File: src/rtl/alu_pkg.sv
// Shared definitions for nibble_alu: operation codes, {Z,N,H,C} flag bit positions,
// controller states and the nibble-slice function select.
package alu_pkg;

   localparam logic [4:0] OP_ADD  = 5'd0;
   localparam logic [4:0] OP_ADC  = 5'd1;
   localparam logic [4:0] OP_SUB  = 5'd2;
   localparam logic [4:0] OP_SBC  = 5'd3;
   localparam logic [4:0] OP_AND  = 5'd4;
   localparam logic [4:0] OP_XOR  = 5'd5;
   localparam logic [4:0] OP_OR   = 5'd6;
   localparam logic [4:0] OP_CP   = 5'd7;
   localparam logic [4:0] OP_RLC  = 5'd8;
   localparam logic [4:0] OP_RRC  = 5'd9;
   localparam logic [4:0] OP_RL   = 5'd10;
   localparam logic [4:0] OP_RR   = 5'd11;
   localparam logic [4:0] OP_SLA  = 5'd12;
   localparam logic [4:0] OP_SRA  = 5'd13;
   localparam logic [4:0] OP_SWAP = 5'd14;
   localparam logic [4:0] OP_SRL  = 5'd15;
   localparam logic [4:0] OP_DAA  = 5'd16;

   localparam int FLAG_Z = 3;
   localparam int FLAG_N = 2;
   localparam int FLAG_H = 1;
   localparam int FLAG_C = 0;

   typedef enum logic [1:0] {
      ST_IDLE = 2'd0,
      ST_RUN  = 2'd1,
      ST_DONE = 2'd2
   } state_e;

   typedef enum logic [2:0] {
      NF_ADD = 3'd0,
      NF_SUB = 3'd1,
      NF_AND = 3'd2,
      NF_XOR = 3'd3,
      NF_OR  = 3'd4
   } nib_fn_e;

   // Codes 0..7 are the nibble-serial arithmetic/logic group.
   function automatic logic is_serial(input logic [4:0] op);
      return (op[4:3] == 2'b00);
   endfunction

   function automatic logic uses_carry_in(input logic [4:0] op);
      return (op == OP_ADC) || (op == OP_SBC);
   endfunction

   function automatic nib_fn_e nib_fn(input logic [4:0] op);
      nib_fn_e fn;
      case (op)
         OP_ADD, OP_ADC:        fn = NF_ADD;
         OP_SUB, OP_SBC, OP_CP: fn = NF_SUB;
         OP_AND:                fn = NF_AND;
         OP_XOR:                fn = NF_XOR;
         OP_OR:                 fn = NF_OR;
         default:               fn = NF_ADD;
      endcase
      return fn;
   endfunction

endpackage

File: src/rtl/alu_nibble.sv
// 4-bit add/subtract/logic slice; for subtraction cin/cout carry borrow, not carry.
module alu_nibble
   import alu_pkg::*;
(
   input  logic [3:0] a,
   input  logic [3:0] b,
   input  logic       cin,
   input  logic [2:0] fn,
   output logic [3:0] y,
   output logic       cout
);

   logic [4:0] wide;

   // Slice function select; logic functions never produce a carry.
   always_comb begin
      wide = 5'b00000;
      y    = 4'h0;
      cout = 1'b0;
      case (fn)
         NF_ADD: begin
            wide = {1'b0, a} + {1'b0, b} + {4'b0000, cin};
            y    = wide[3:0];
            cout = wide[4];
         end
         NF_SUB: begin
            wide = {1'b0, a} - {1'b0, b} - {4'b0000, cin};
            y    = wide[3:0];
            cout = wide[4];
         end
         NF_AND:  y = a & b;
         NF_XOR:  y = a ^ b;
         NF_OR:   y = a | b;
         default: y = 4'h0;
      endcase
   end

endmodule

File: src/rtl/nibble_alu.sv
// Multi-cycle ALU: arithmetic/logic one nibble per cycle (nibble 0 at the accept edge),
// shifts/rotates in one cycle. Optional DAA on op 5'b10000 when ALU_DAA_EN is defined.
module nibble_alu
   import alu_pkg::*;
#(
   parameter int WIDTH = 8
)
(
   input  logic             clk,
   input  logic             rst_n,
   input  logic             in_valid,
   output logic             in_ready,
   input  logic [4:0]       op,
   input  logic [WIDTH-1:0] lhs,
   input  logic [WIDTH-1:0] rhs,
   input  logic [3:0]       flags_in,
   output logic             out_valid,
   input  logic             out_ready,
   output logic [WIDTH-1:0] r,
   output logic [3:0]       flags_out
);

   localparam int         NIB      = WIDTH / 4;
   localparam int         HALF     = WIDTH / 2;
   localparam logic [1:0] LAST_IDX = 2'(NIB - 1);
   localparam logic [1:0] H_IDX    = 2'(NIB - 2);

   state_e           state_r, state_next_s;
   logic [4:0]       op_r;
   logic [WIDTH-1:0] lhs_r, rhs_r, acc_r, r_r;
   logic [3:0]       flags_r;
   logic             carry_r, h_r, out_valid_r;
   logic [1:0]       cnt_r;

   logic             in_ready_s, accept_s, step_s, last_s;
   logic [4:0]       cur_op_s;
   logic [WIDTH-1:0] cur_lhs_s, cur_rhs_s, acc_next_s, serial_r_s, sc_r_s;
   logic [1:0]       idx_s;
   logic [3:0]       sh_s, a_s, b_s, y_s, serial_f_s, sc_f_s;
   logic             cin_s, cout_s;
   nib_fn_e          cur_fn_s;

   function automatic logic [WIDTH+3:0] single_op(input logic [4:0]       o,
                                                 input logic [WIDTH-1:0] l,
                                                 input logic [3:0]       f);
      logic [WIDTH-1:0] res;
      logic             c;
      logic [3:0]       fo;
`ifdef ALU_DAA_EN
      logic [7:0]       v, corr, dres;
      logic             dc;
`endif
      res = l;
      c   = 1'b0;
      fo  = f;
      if (o[4] == 1'b0) begin
         case (o)
            OP_RLC:  begin res = {l[WIDTH-2:0], l[WIDTH-1]};   c = l[WIDTH-1]; end
            OP_RRC:  begin res = {l[0], l[WIDTH-1:1]};         c = l[0];       end
            OP_RL:   begin res = {l[WIDTH-2:0], f[FLAG_C]};    c = l[WIDTH-1]; end
            OP_RR:   begin res = {f[FLAG_C], l[WIDTH-1:1]};    c = l[0];       end
            OP_SLA:  begin res = {l[WIDTH-2:0], 1'b0};         c = l[WIDTH-1]; end
            OP_SRA:  begin res = {l[WIDTH-1], l[WIDTH-1:1]};   c = l[0];       end
            OP_SWAP: begin res = {l[HALF-1:0], l[WIDTH-1:HALF]}; c = 1'b0;     end
            OP_SRL:  begin res = {1'b0, l[WIDTH-1:1]};         c = l[0];       end
            default: begin res = l;                            c = 1'b0;       end
         endcase
         fo = {(res == {WIDTH{1'b0}}), 1'b0, 1'b0, c};
      end
`ifdef ALU_DAA_EN
      else if (o == OP_DAA) begin
         v    = l[7:0];
         corr = 8'h00;
         dc   = f[FLAG_C];
         if (f[FLAG_N] == 1'b0) begin
            if (f[FLAG_C] || (v > 8'h99)) begin
               corr = corr | 8'h60;
               dc   = 1'b1;
            end else begin
               corr = corr;
            end
            if (f[FLAG_H] || (v[3:0] > 4'h9)) corr = corr | 8'h06;
            else                              corr = corr;
            dres = v + corr;
         end else begin
            if (f[FLAG_C]) corr = corr | 8'h60;
            else           corr = corr;
            if (f[FLAG_H]) corr = corr | 8'h06;
            else           corr = corr;
            dres = v - corr;
         end
         res[7:0] = dres;
         fo       = {(dres == 8'h00), f[FLAG_N], 1'b0, dc};
      end
`endif
      else begin
         res = l;
         fo  = f;
      end
      return {res, fo};
   endfunction

   assign in_ready_s = (state_r == ST_IDLE) | ((state_r == ST_DONE) & out_ready);
   assign accept_s   = in_valid & in_ready_s;

   // Operand/nibble select: live inputs on the accept edge, registered copies while running.
   always_comb begin
      cur_op_s  = op_r;
      cur_lhs_s = lhs_r;
      cur_rhs_s = rhs_r;
      idx_s     = cnt_r;
      cin_s     = carry_r;
      if (accept_s) begin
         cur_op_s  = op;
         cur_lhs_s = lhs;
         cur_rhs_s = rhs;
         idx_s     = 2'd0;
         cin_s     = uses_carry_in(op) ? flags_in[FLAG_C] : 1'b0;
      end else begin
         cur_op_s  = op_r;
      end
      cur_fn_s = nib_fn(cur_op_s);
      sh_s     = {idx_s, 2'b00};
      a_s      = 4'(cur_lhs_s >> sh_s);
      b_s      = 4'(cur_rhs_s >> sh_s);
      step_s   = (accept_s & is_serial(op)) | (state_r == ST_RUN);
      last_s   = (idx_s == LAST_IDX);
   end

   alu_nibble u_slice (
      .a    (a_s),
      .b    (b_s),
      .cin  (cin_s),
      .fn   (cur_fn_s),
      .y    (y_s),
      .cout (cout_s)
   );

   // Result assembly and flag derivation for the serial group and the single-cycle group.
   always_comb begin
      acc_next_s = ((accept_s ? {WIDTH{1'b0}} : acc_r) & ~(WIDTH'(4'hF) << sh_s))
                 | (WIDTH'(y_s) << sh_s);
      serial_r_s = (cur_op_s == OP_CP) ? cur_lhs_s : acc_next_s;
      serial_f_s = 4'b0000;
      serial_f_s[FLAG_Z] = (acc_next_s == {WIDTH{1'b0}});
      serial_f_s[FLAG_N] = (cur_fn_s == NF_SUB);
      case (cur_fn_s)
         NF_ADD, NF_SUB: begin
            serial_f_s[FLAG_H] = h_r;
            serial_f_s[FLAG_C] = cout_s;
         end
         NF_AND: begin
            serial_f_s[FLAG_H] = 1'b1;
            serial_f_s[FLAG_C] = 1'b0;
         end
         default: begin
            serial_f_s[FLAG_H] = 1'b0;
            serial_f_s[FLAG_C] = 1'b0;
         end
      endcase
      {sc_r_s, sc_f_s} = single_op(op, lhs, flags_in);
   end

   // Controller next state.
   always_comb begin
      state_next_s = state_r;
      case (state_r)
         ST_IDLE: begin
            if (accept_s) state_next_s = is_serial(op) ? ST_RUN : ST_DONE;
            else          state_next_s = ST_IDLE;
         end
         ST_RUN: begin
            if (last_s) state_next_s = ST_DONE;
            else        state_next_s = ST_RUN;
         end
         ST_DONE: begin
            if (accept_s)       state_next_s = is_serial(op) ? ST_RUN : ST_DONE;
            else if (out_ready) state_next_s = ST_IDLE;
            else                state_next_s = ST_DONE;
         end
         default: state_next_s = ST_IDLE;
      endcase
   end

   // Controller state register.
   always_ff @(posedge clk or negedge rst_n) begin
      if (!rst_n) state_r <= ST_IDLE;
      else        state_r <= state_next_s;
   end

   // Operand capture, per-nibble accumulation and registered results.
   always_ff @(posedge clk or negedge rst_n) begin
      if (!rst_n) begin
         op_r        <= 5'd0;
         lhs_r       <= {WIDTH{1'b0}};
         rhs_r       <= {WIDTH{1'b0}};
         acc_r       <= {WIDTH{1'b0}};
         carry_r     <= 1'b0;
         h_r         <= 1'b0;
         cnt_r       <= 2'd0;
         r_r         <= {WIDTH{1'b0}};
         flags_r     <= 4'b0000;
         out_valid_r <= 1'b0;
      end else begin
         if (accept_s) begin
            op_r  <= op;
            lhs_r <= lhs;
            rhs_r <= rhs;
         end
         if (step_s) begin
            acc_r   <= acc_next_s;
            carry_r <= cout_s;
            cnt_r   <= last_s ? 2'd0 : idx_s + 2'd1;
            if (idx_s == H_IDX) h_r <= cout_s;
         end
         if (accept_s && !is_serial(op)) begin
            r_r     <= sc_r_s;
            flags_r <= sc_f_s;
         end else if ((state_r == ST_RUN) && last_s) begin
            r_r     <= serial_r_s;
            flags_r <= serial_f_s;
         end
         out_valid_r <= (state_next_s == ST_DONE);
      end
   end

   assign in_ready  = in_ready_s;
   assign out_valid = out_valid_r;
   assign r         = r_r;
   assign flags_out = flags_r;

endmodule

File: config.mk
export PLATFORM = sky130hd
export DESIGN_NAME = nibble_alu
export DESIGN_NICKNAME = d
export VERILOG_FILES = /design/src/rtl/alu_pkg.sv /design/src/rtl/alu_nibble.sv /design/src/rtl/nibble_alu.sv
export SDC_FILE = /design/constraint.sdc
export NUM_CORES = 1
export LEC_CHECK = 0
export CAP_MARGIN = 20
export CORE_MARGIN = 3
export CORE_UTILIZATION = 40
export DETAILED_ROUTE_END_ITERATION = 10
export PLACE_DENSITY = 0.61
export SLEW_MARGIN = 20
export SYNTH_ARGS = -nofsm -noshare
export SYNTH_HDL_FRONTEND = slang
export SYNTH_SLANG_ARGS = --single-unit
File: constraint.sdc
create_clock -name clk -period 4.07 [get_ports clk]
set_clock_uncertainty 0.15 [all_clocks]
set_input_delay 0.814 -clock clk [delete_from_list [all_inputs] [get_ports clk]]
set_output_delay 0.814 -clock clk [all_outputs]
set_load 0.01 [all_outputs]
Yosys cells after proc, flatten, opt, wreduce, memory -nomap -nowiden:

Memories as Yosys holds them, arrays and structs flattened.
Index checks and enable logic that the tools add are counted.

* add/subtract/negate cells: 5
* equality and inequality tests: 19
* shifts and indexed selects: 4
* muxes and demuxes: 28
* bitwise gates (word level): 11
* reduce and logical (&&, ||, !) cells: 16

Operators with widths (count)
* $mux 8: 8
* $pmux 8 s8: 1
* $eq 5x4->1 const B: 8
* $pmux 4 s5: 1
* $logic_not 8->1: 2
* $shr 8x4->4: 2
* $mux 2: 7
* $mux 4: 3
* $and 8x8->8: 1
* $logic_not 2->1: 4
* $not 8->8: 1
* $or 8x8->8: 1
* $shl 4x4->8: 1
* $shl 4x4->8 const A: 1
* $eq 3x2->1 const B: 2
* $pmux 2 s3: 1
* $add 4x4->5: 1
* $add 5x1->5: 1
* $eq 5x1->1 const B: 1
* $eq 5x2->1 const B: 1
* $eq 5x3->1 const B: 1
* $mux 5: 1
* $sub 4x4->5: 1
* $sub 5x1->5: 1
* other kinds (23): 31

* flip-flop bits (word level): 48
* bits in read-only memories: 24
* output and inout port bits: 14
* bits of input ports: 29
* word-level logic and storage cells: 95
* memories: 1

Memory list
* (name not given): depth 8, bits a word 3, rd ports 1, clocked after memory_dff 0, wr ports 0, RTL line alu_pkg.sv:53 `case (op)`

Longest topological paths before layout:

Gate-level depths: netlist of run 1.

* depth after elaboration: 14
* gate-level depth with buffers: 18
* mapped depth without buffers: 15

Cells and area by module:

From an unflattened synthesis of run 1, not the netlist that was laid out.

* cell total of the unflattened synthesis: 380
* area total of the unflattened synthesis: 3344.5 um2

Modules (own cells, without submodules)
* nibble_alu: area an instance 2697.6 um2, cells an instance 300, times used 1, sequential area each 1151.1 um2
* alu_nibble: area an instance 646.9 um2, cells an instance 80, times used 1, sequential area each 0.0 um2

Worst setup path before layout of run 1:

No wires, ideal clock.

* path kind: input -> register
* start point: in out_ready
* end point: reg r_r[6], in the netlist r[6]
* path buffers: 3
* arrival: 3717 ps
* data required time: 3794 ps
* path slack: 77 ps
* library setup time: 126 ps
* stages on the path: 17
* cell sequence: and2b_1 buf_6 nor2_1 buf_2 buf_1 nand4_1 and2_1 inv_1 fa_1 inv_1 fa_1 xnor2_1 o311ai_1 o221ai_1 a211oi_2 a21oi_1 a221o_1

* word-level cells in the longest chain between the ends: 13
* elaborated cells between the ends (all ways): 40
* classes of those cells: add/sub (4); eq/ne (6); shift (4); mux (11); bitwise (9); reduce/logical (5); memory (1)

Ends and longest elaborated chain
* start: declaration: RTL line nibble_alu.sv:18 `input logic out_ready,`
* $and 1x1->1 *: RTL line nibble_alu.sv:103 `assign in_ready_s = (state_r == ST_IDLE) | ((state_r == ST_DONE) & out_ready);`
* $or 1x1->1 *: RTL line nibble_alu.sv:103
* $and 1x1->1 *: RTL line nibble_alu.sv:104 `assign accept_s = in_valid & in_ready_s;`
* $mux 8 (tied with other cells)
* $shr 8x4->4 (tied with other cells): RTL line nibble_alu.sv:124 `a_s = 4'(cur_lhs_s >> sh_s);`
* $sub 4x4->5 (tied with other cells): RTL line alu_nibble.sv:27 `wide = {1'b0, a} - {1'b0, b} - {4'b0000, cin};`
* $sub 5x1->5 (tied with other cells): RTL line alu_nibble.sv:27
* $pmux 4 s5: RTL line alu_nibble.sv:20 `case (fn)`
* $shl 4x4->8: RTL line nibble_alu.sv:142 `| (WIDTH'(y_s) << sh_s);`
* $or 8x8->8: RTL line nibble_alu.sv:142
* $mux 8: RTL line nibble_alu.sv:143 `serial_r_s = (cur_op_s == OP_CP) ? cur_lhs_s : acc_next_s;`
* $mux 8: RTL line nibble_alu.sv:219 `end else if ((state_r == ST_RUN) && last_s) begin`
* $mux 8: RTL line nibble_alu.sv:216 `if (accept_s && !is_serial(op)) begin`
* end signal: assignment: RTL line nibble_alu.sv:201 `r_r <= {WIDTH{1'b0}};`
* end signal: assignment: RTL line nibble_alu.sv:217 `r_r <= sc_r_s;`
* end signal: assignment: RTL line nibble_alu.sv:220 `r_r <= serial_r_s;`
* end: declaration: RTL line nibble_alu.sv:30 `logic [WIDTH-1:0] lhs_r, rhs_r, acc_r, r_r;`

Mark *: on every way between the ends. The rest lies on a longest branch, timed or not. The select of a mux whose other input is x is not followed.
A chain may end at the register's enable or synchronous reset.

Worst setup path after layout of run 1:

* start point: in out_ready
* end point: reg flags_r[0], in the netlist flags_out[0]

* word-level cells in the longest chain between the ends: 11
* elaborated cells between the ends (all ways): 29
* classes of those cells: add/sub (4); eq/ne (3); shift (2); mux (10); bitwise (3); reduce/logical (6); memory (1)

Ends and longest elaborated chain
* $and 1x1->1 *: RTL line nibble_alu.sv:103
* $or 1x1->1 *: RTL line nibble_alu.sv:103
* $and 1x1->1 *: RTL line nibble_alu.sv:104
* $mux 8 (tied with other cells)
* $shr 8x4->4 (tied with other cells): RTL line nibble_alu.sv:124
* $sub 4x4->5 (tied with other cells): RTL line alu_nibble.sv:27
* $sub 5x1->5 (tied with other cells): RTL line alu_nibble.sv:27
* $pmux 1 s2 or $reduce_or 2->1 (tied branches): RTL line alu_nibble.sv:20, nibble_alu.sv:147
* $pmux 2 s2: RTL line nibble_alu.sv:147 `case (cur_fn_s)`
* $mux 4: RTL line nibble_alu.sv:219
* $mux 4: RTL line nibble_alu.sv:216
* end signal: assignment: RTL line nibble_alu.sv:218 `flags_r <= sc_f_s;`
* end signal: assignment: RTL line nibble_alu.sv:221 `flags_r <= serial_f_s;`
* end: declaration: RTL line nibble_alu.sv:31 `logic [3:0] flags_r;`

Marked as above.

==> key figures, run 1 <==
Outcome
  – Result of the run: finished clean

Die
  – Chip Width: 97.88 µm
  – I/O pins: 43
  – Row Count: 32
  – Starting utilization of the core area: 0.4238
  – Die span in y: 97.88 µm
  – Die area: 9580 µm²
  – Core area: 7968 µm²

STA
  – Final Hold Slack: 0.3352 ns
  – Final Setup Violations: 0
  – Top achievable clock speed: 259.7 MHz
  – Final Hold Violating Endpoints: 0
  – Final count of pins violating max slew: 0
  – Worst slew margin relative to its limit: 0.3998
  – Post-route worst setup slack: 0.2191 ns
  – Final period demand of the worst path: 3.851 ns
  – Period utilisation layout: 0.9462
  – Tightest Pin Transition: 0.9003 ns
  – Setup TNS Final: 0 ns
  – Setup repair after global routing missed its margin: false

CTS
  – TritonCTS clock tree: yes
  – CTS H-Tree Depth: 2
  – Number of hold buffers added after cts: 0
  – Maximum number of buffers from clock root to sink: 2
  – Number of CTS-inserted buffers: 5
  – CTS-repair resized insts: 0
  – Number of sinks driven by the clock tree: 45
  – Root Buffer Master: sky130_fd_sc_hd__clkbuf_8
  – Post-CTS setup-driven buffer insertion count: 0
  – Register clock-pin slew on the reported worst setup and hold paths: 0.09 ns
  – Clock Latency Late Sink: 0.31 ns

Worst setup path
  – Worst reg2reg endpoint: flags_out[0]
  – Class of the most critical setup path: input port to flop
  – Reg2reg path depth: 15
  – Signal arrival time at the worst endpoint: 3.93 ns
  – Data required time at the worst endpoint: 4.15 ns
  – Reg2Reg Launch Point: state_r[0]
  – Element type at the critical path start: input port
  – Endpoint kind of the worst setup timing path: flop
  – Crit-path max FO: 7
  – Setup slack on the worst flop-to-flop path: 0.67 ns

Route
  – Residual antenna-violating net count after detailed routing: 0
  – Routed length per instance: 18.74 µm
  – Via count: 3,273
  – Iteration-0 DRC Markers: 217
  – Number of detailed-route iterations in the first pass: 5
  – Detailed Route WL: 10.66 mm
  – DR vias/cell: 5.752
  – DR DRC count: 0

Logic synthesis
  – Synth top area cells: sky130_fd_sc_hd__dfrtp_1 33%, sky130_fd_sc_hd__nand2_1 9.4%, sky130_fd_sc_hd__mux2i_1 5.6%
  – Count of flip-flops with a built-in enable after synthesis: 0
  – Count of different cell masters after synthesis: 63
  – Summed instance area of the synthesized netlist: 3377 µm²
  – Total nets after synthesis: 441
  – Synth top area share: 0.3335
  – Most used standard cells in the synthesized netlist: 85 x sky130_fd_sc_hd__nand2_1, 45 x sky130_fd_sc_hd__dfrtp_1, 25 x sky130_fd_sc_hd__nor2_1
  – Post-synthesis instance total: 396
  – Share of flip-flops with an asynchronous set or reset: 1.000
  – Fraction of the yosys area taken by sequential cells: 0.3335
  – Count of synthesis-stage warnings from yosys: 0
  – Primary FF master, synth: sky130_fd_sc_hd__dfrtp_1
  – Area leader, netlist: sky130_fd_sc_hd__dfrtp_1
  – Flop and latch count out of synthesis: 45
  – Avg Inst Size Synth: 8.528 µm²
  – Most common cell in the synthesized netlist: sky130_fd_sc_hd__nand2_1

Worst hold path
  – Min-Delay Startpoint: rhs_r[4]
  – Worst Hold Depth: 2
  – Hold path endpoint: rhs_r[4]
  – Worst hold-check path type: flop to flop

Power
  – Leak: 1.985 nW
  – Overall Power: 2.210 mW
  – Clock power frac: 0.157
  – Relative contribution of sequential cells to total power: 0.302
  – Combinational share of power: 0.541
  – Maximum VDD drop: 216.2 µV
  – Reported net switching power: 0.8764 mW
  – Switching share of power: 0.3965
  – Design internal power: 1.334 mW
  – Power Dens Cells: 520.3 nW/µm²

Global routing
  – Maximum number of pins on one net before global-route repair: 46
  – Tot GR Track Use: 0.2268
  – Wire length of the first global-routing pass: 17.24 mm
  – Via count of the first global-routing pass: 3,141
  – Overflow after GRT: 0
  – Antenna violations before repair: 0

Cells and area
  – Share of cells above drive strength 1: 0.1563
  – Area overhead of the layout relative to synthesis: 25.79%
  – Core Util, Final: 0.5331
  – Count of nets after finishing: 512
  – Antenna diode instance count: 0

Placement
  – Hpwl dp: 8.321 mm
  – Post-Place Worst Slack: -0.06383 ns
  – Number of port buffers: 42
  – Gpl congestion: 1.004

Run
  – Max-Cap Viols: 0
[worst max path at each step]
stage / start / endpoint / slack [ns] / cells after the start
after floorplan: out_ready / r[6] / 0.08 / 17
after global placement: out_ready / flags_out[0] / -0.09 / 16
after detailed placement: out_ready / flags_out[0] / -0.06 / 16
after CTS: out_ready / flags_out[0] / 0.22 / 16
after global routing: out_ready / r[6] / 0.06 / 16
final: out_ready / flags_out[0] / 0.22 / 16
[placed cells by master (no fill, tap or decap), types with 3 or more instances in the layout]
master	count
sky130_fd_sc_hd__a31oi_1	3
sky130_fd_sc_hd__o221ai_1	7
sky130_fd_sc_hd__ha_1	12
sky130_fd_sc_hd__clkdlybuf4s50_1	41
sky130_fd_sc_hd__fa_1	4
sky130_fd_sc_hd__o211ai_1	4
sky130_fd_sc_hd__nand4_1	4
sky130_fd_sc_hd__xnor2_1	4
sky130_fd_sc_hd__inv_1	20
sky130_fd_sc_hd__a21oi_1	20
sky130_fd_sc_hd__nor2b_1	8
sky130_fd_sc_hd__o21ai_0	23
sky130_fd_sc_hd__a21boi_0	3
sky130_fd_sc_hd__nand2b_1	4
sky130_fd_sc_hd__clkbuf_8	5
sky130_fd_sc_hd__nand3_1	7
sky130_fd_sc_hd__a22oi_1	6
sky130_fd_sc_hd__mux2_2	7
sky130_fd_sc_hd__mux2i_1	19
sky130_fd_sc_hd__nor2_1	24
sky130_fd_sc_hd__o21a_1	8
sky130_fd_sc_hd__nand2_1	85
sky130_fd_sc_hd__buf_4	42
sky130_fd_sc_hd__nor3_1	5
sky130_fd_sc_hd__dfrtp_1	45
sky130_fd_sc_hd__a221o_1	3
[critical path, stage by stage]
cell and delay [ns]:
sky130_fd_sc_hd__clkdlybuf4s50_1 0.46, sky130_fd_sc_hd__and2b_1 0.20, sky130_fd_sc_hd__nor2_2 0.18, sky130_fd_sc_hd__buf_12 0.14, sky130_fd_sc_hd__buf_4 0.13, sky130_fd_sc_hd__buf_4 0.14
sky130_fd_sc_hd__nand2_1 0.07, sky130_fd_sc_hd__o21a_1 0.13, sky130_fd_sc_hd__ha_1 0.32, sky130_fd_sc_hd__ha_1 0.33, sky130_fd_sc_hd__a21oi_1 0.18, sky130_fd_sc_hd__xnor2_1 0.09
sky130_fd_sc_hd__o2bb2ai_1 0.29, sky130_fd_sc_hd__nor2_1 0.08, sky130_fd_sc_hd__or3_1 0.31, sky130_fd_sc_hd__o21ai_0 0.07
[stage by stage]
| stage | area [µm²] | instances |
|---|---|---|
| after global placement | 4141 | 562 |
| final | 4248 | 569 |
| after detailed placement | 4141 | 562 |
| after global routing | 4248 | 569 |
| after floorplan | 3377 | 396 |
| after CTS | 4245 | 569 |
[per-layer routing]
layer	global-route usage	wire (µm)	up-vias
met5	0	0	-
li1	-	-	1546
met4	0.06496	239	0
met3	0.04214	899	24
met1	0.3360	4858	1513
met2	0.3372	4664	190
[layout make-up]
type	instances	area [µm²]
clock buffers	5	68.82
clock inverters	2	35.03
fillers	752	3720
inverters	20	75.07
multi-input cells	311	2069
flip-flops and latches	45	1126
well taps	102	127.6
repair buffers	84	745.7
[kinds of logic (layout without fill, tap and decap cells)]
kind of cell / Yosys count / count (layout) / share of synthesized area
multiplexers: 27 / 27 / 0.08410
XOR/XNOR: 4 / 4 / 0.01037
flip-flops: 45 / 45 / 0.3335
AND/OR/NAND/NOR: 157 / 157 / 0.2138
adder cells (fa/ha/maj): 16 / 16 / 0.06817
AO/OA/AOI/OAI: 107 / 107 / 0.2356
buffers and inverters: 40 / 111 / 0.05446
[state kept, by name (all words and copies together) (netlist names)]
register,cells
lhs_r,8
rhs_r,8
carry_r,1
out_valid,1
state_r,2
r,8
cnt_r,2
op_r,5
acc_r,5
h_r,1
flags_out,4
[power groups by stage]
stage                     clock network [mW]  registers [mW]  logic, mW
after CTS                              0.352           0.668       1.19
final                                  0.346           0.668       1.20
after global routing                   0.374           0.685       1.31
after detailed placement                   0           0.676       1.18
after floorplan                            0           0.650      0.725
after global placement                     0           0.672       1.18
No activity file was read; power rests on OpenSTA's default activity.
==> inputs of run 2 (changes only) <==
- ABC_AREA: unset -> 0
- CORE_ASPECT_RATIO: unset -> 0.7
- CTS_BUF_LIST: unset -> sky130_fd_sc_hd__clkbuf_4 sky130_fd_sc_hd__clkbuf_8 sky130_fd_sc_hd__clkbuf_16
==> run 2 against run 1 <==
Net effect: non-clock buffer count is 14 lower; cell area shrank 1.1%; flip-flop and latch count stayed put; setup slack worse by 0.071 ns.
==> key figures, run 2 (synthesis results as in run 1) <==
CTS
  – Number of hold buffers added after cts: 0
  – CTS H-Tree Depth: 2
  – Number of sinks driven by the clock tree: 45
  – TritonCTS clock tree: yes
  – Root Buffer Master: sky130_fd_sc_hd__clkbuf_16
  – Clock Latency Late Sink: 0.30 ns
  – Number of CTS-inserted buffers: 5
  – Register clock-pin slew on the reported worst setup and hold paths: 0.07 ns
  – Maximum number of buffers from clock root to sink: 2

Worst setup path
  – Critical path launch point: out_ready
  – Reg2reg path depth: 15
  – Crit-path max FO: 5
  – Class of the most critical setup path: input port to flop
  – Data required time at the worst endpoint: 4.13 ns
  – Element type at the critical path start: input port
  – Signal arrival time at the worst endpoint: 3.98 ns
  – Endpoint kind of the worst setup timing path: flop
  – Reg2Reg Launch Point: state_r[0]
  – Setup slack on the worst flop-to-flop path: 0.57 ns
  – Critical Path Sink: flags_out[0]
  – Worst reg2reg endpoint: flags_out[0]

Placement
  – Hpwl dp: 8.112 mm
  – Number of instances in the placed design: 546
  – Number of port buffers: 42
  – Post-Place Worst Slack: -0.1799 ns
  – Gpl congestion: 0.9347

Cells and area
  – Core Util, Final: 0.5227
  – Final cell count without fillers: 555
  – Count of nets after finishing: 498
  – Share of cells above drive strength 1: 0.1322
  – Commonest non-fill, non-tap cell in the layout: sky130_fd_sc_hd__nand2_1
  – Area overhead of the layout relative to synthesis: 24.45%
  – Antenna diode instance count: 0
  – Top library cells by usage in the layout, fill and taps aside: 85 x sky130_fd_sc_hd__nand2_1, 45 x sky130_fd_sc_hd__dfrtp_1, 41 x sky130_fd_sc_hd__clkdlybuf4s50_1

Die
  – Core area: 8040 µm²
  – Chip Width: 115.8 µm
  – I/O pins: 43
  – Starting utilization of the core area: 0.4200
  – Die area: 9599 µm²
  – Die span in y: 82.88 µm
  – Row Count: 27

Route
  – Residual antenna-violating net count after detailed routing: 0
  – Iteration-0 DRC Markers: 395
  – Routed length per instance: 19.10 µm
  – Via count: 3,261
  – DR vias/cell: 5.876
  – DR DRC count: 0
  – Detailed Route WL: 10.60 mm
  – Number of detailed-route iterations in the first pass: 5

STA
  – Final Hold Slack: 0.3255 ns
  – Final count of pins violating max slew: 0
  – Post-route worst setup slack: 0.1484 ns
  – Top achievable clock speed: 255.0 MHz
  – Final period demand of the worst path: 3.922 ns
  – Final Setup Violations: 0
  – Tightest Pin Transition: 0.8240 ns
  – Final Hold Violating Endpoints: 0
  – Period utilisation layout: 0.9635
  – Setup repair after global routing missed its margin: false
  – Worst slew margin relative to its limit: 0.4483

Power
  – Power Dens Cells: 548.1 nW/µm²
  – Clock power frac: 0.209
  – Leak: 1.951 nW
  – Combinational share of power: 0.500
  – Switching share of power: 0.3889
  – Design internal power: 1.408 mW
  – Maximum VDD drop: 273.8 µV
  – Relative contribution of sequential cells to total power: 0.291
  – Overall Power: 2.304 mW
  – Reported net switching power: 0.8959 mW

Global routing
  – Via count of the first global-routing pass: 3,092
  – Overflow after GRT: 0
  – Maximum number of pins on one net before global-route repair: 46
  – Tot GR Track Use: 0.2228
  – Wire length of the first global-routing pass: 16.61 mm
  – Antenna violations before repair: 0

Run
  – Max-Cap Viols: 0

Worst hold path
  – Worst hold-check path type: flop to flop

Outcome
  – Result of the run: finished clean
==> run 2: stage by stage <==
step | TNS (ns) | instance area (µm²)
2_1_floorplan | 0 | 3377
3_3_place_gp | -0.1859 | 4015
3_5_place_dp | -0.4973 | 4015
4_1_cts | 0 | 4188
5_1_grt | 0 | 4203
6_report | 0 | 4203
==> run 2: layout make-up <==
cell class	count	area (µm²)
Inverter	20	75.07
Fill cell	776	3837
Tap cell	101	126.4
Timing Repair Buffer	70	628.1
Clock inverter	3	47.55
Sequential cell	45	1126
Clock buffer	5	125.1
Multi-Input combinational cell	311	2074
==> run 2: critical path, cell delays in order <==
cell and delay, ns:
sky130_fd_sc_hd__clkdlybuf4s50_1 0.48, sky130_fd_sc_hd__and2b_1 0.21, sky130_fd_sc_hd__nor2_2 0.21, sky130_fd_sc_hd__nand2_1 0.11
sky130_fd_sc_hd__o21a_1 0.15, sky130_fd_sc_hd__buf_4 0.15, sky130_fd_sc_hd__fa_1 0.46, sky130_fd_sc_hd__inv_1 0.10
sky130_fd_sc_hd__fa_1 0.19, sky130_fd_sc_hd__nand2b_1 0.08, sky130_fd_sc_hd__a21oi_1 0.18, sky130_fd_sc_hd__xnor2_1 0.09
sky130_fd_sc_hd__o2bb2ai_1 0.27, sky130_fd_sc_hd__nor2_1 0.09, sky130_fd_sc_hd__or3_1 0.32, sky130_fd_sc_hd__o21ai_0 0.09
==> run 2: timing repair <==
item,in CTS,in global routing
gates resized for setup,0,1
endpoints found under the setup margin,0,3
setup buffers,0,1
==> run 2: metal layers <==
| layer | vias to the layer above | wire [µm] | GRT usage | share of wire |
|---|---|---|---|---|
| met5 | - | 0 | 0 | 0 |
| met4 | 0 | 140 | 0.05796 | 0.013 |
| met3 | 15 | 997 | 0.06482 | 0.094 |
| met2 | 142 | 4241 | 0.2883 | 0.40 |
| met1 | 1588 | 5222 | 0.3540 | 0.49 |
| li1 | 1516 | - | - | - |
==> run 2: worst min path at each step <==
stage,startpoint,end,slack (ns),cells after the start
3_3_place_gp,rhs_r[3],rhs_r[3],0.31,2
4_1_cts,rhs_r[2],rhs_r[2],0.33,2
6_report,rhs_r[2],rhs_r[2],0.33,2
2_1_floorplan,rhs_r[1],rhs_r[1],0.30,2
5_1_grt,rhs_r[0],rhs_r[0],0.34,2
3_5_place_dp,rhs_r[2],rhs_r[2],0.32,2
==> run 2: power groups by stage <==
| stage | Sequential [mW] | Clock, mW | Combinational (mW) |
|---|---|---|---|
| floorplan | 0.650 | 0 | 0.725 |
| global placement | 0.672 | 0 | 1.11 |
| detailed placement | 0.675 | 0 | 1.12 |
| CTS | 0.668 | 0.491 | 1.13 |
| global route | 0.684 | 0.515 | 1.26 |
| finish | 0.670 | 0.482 | 1.15 |
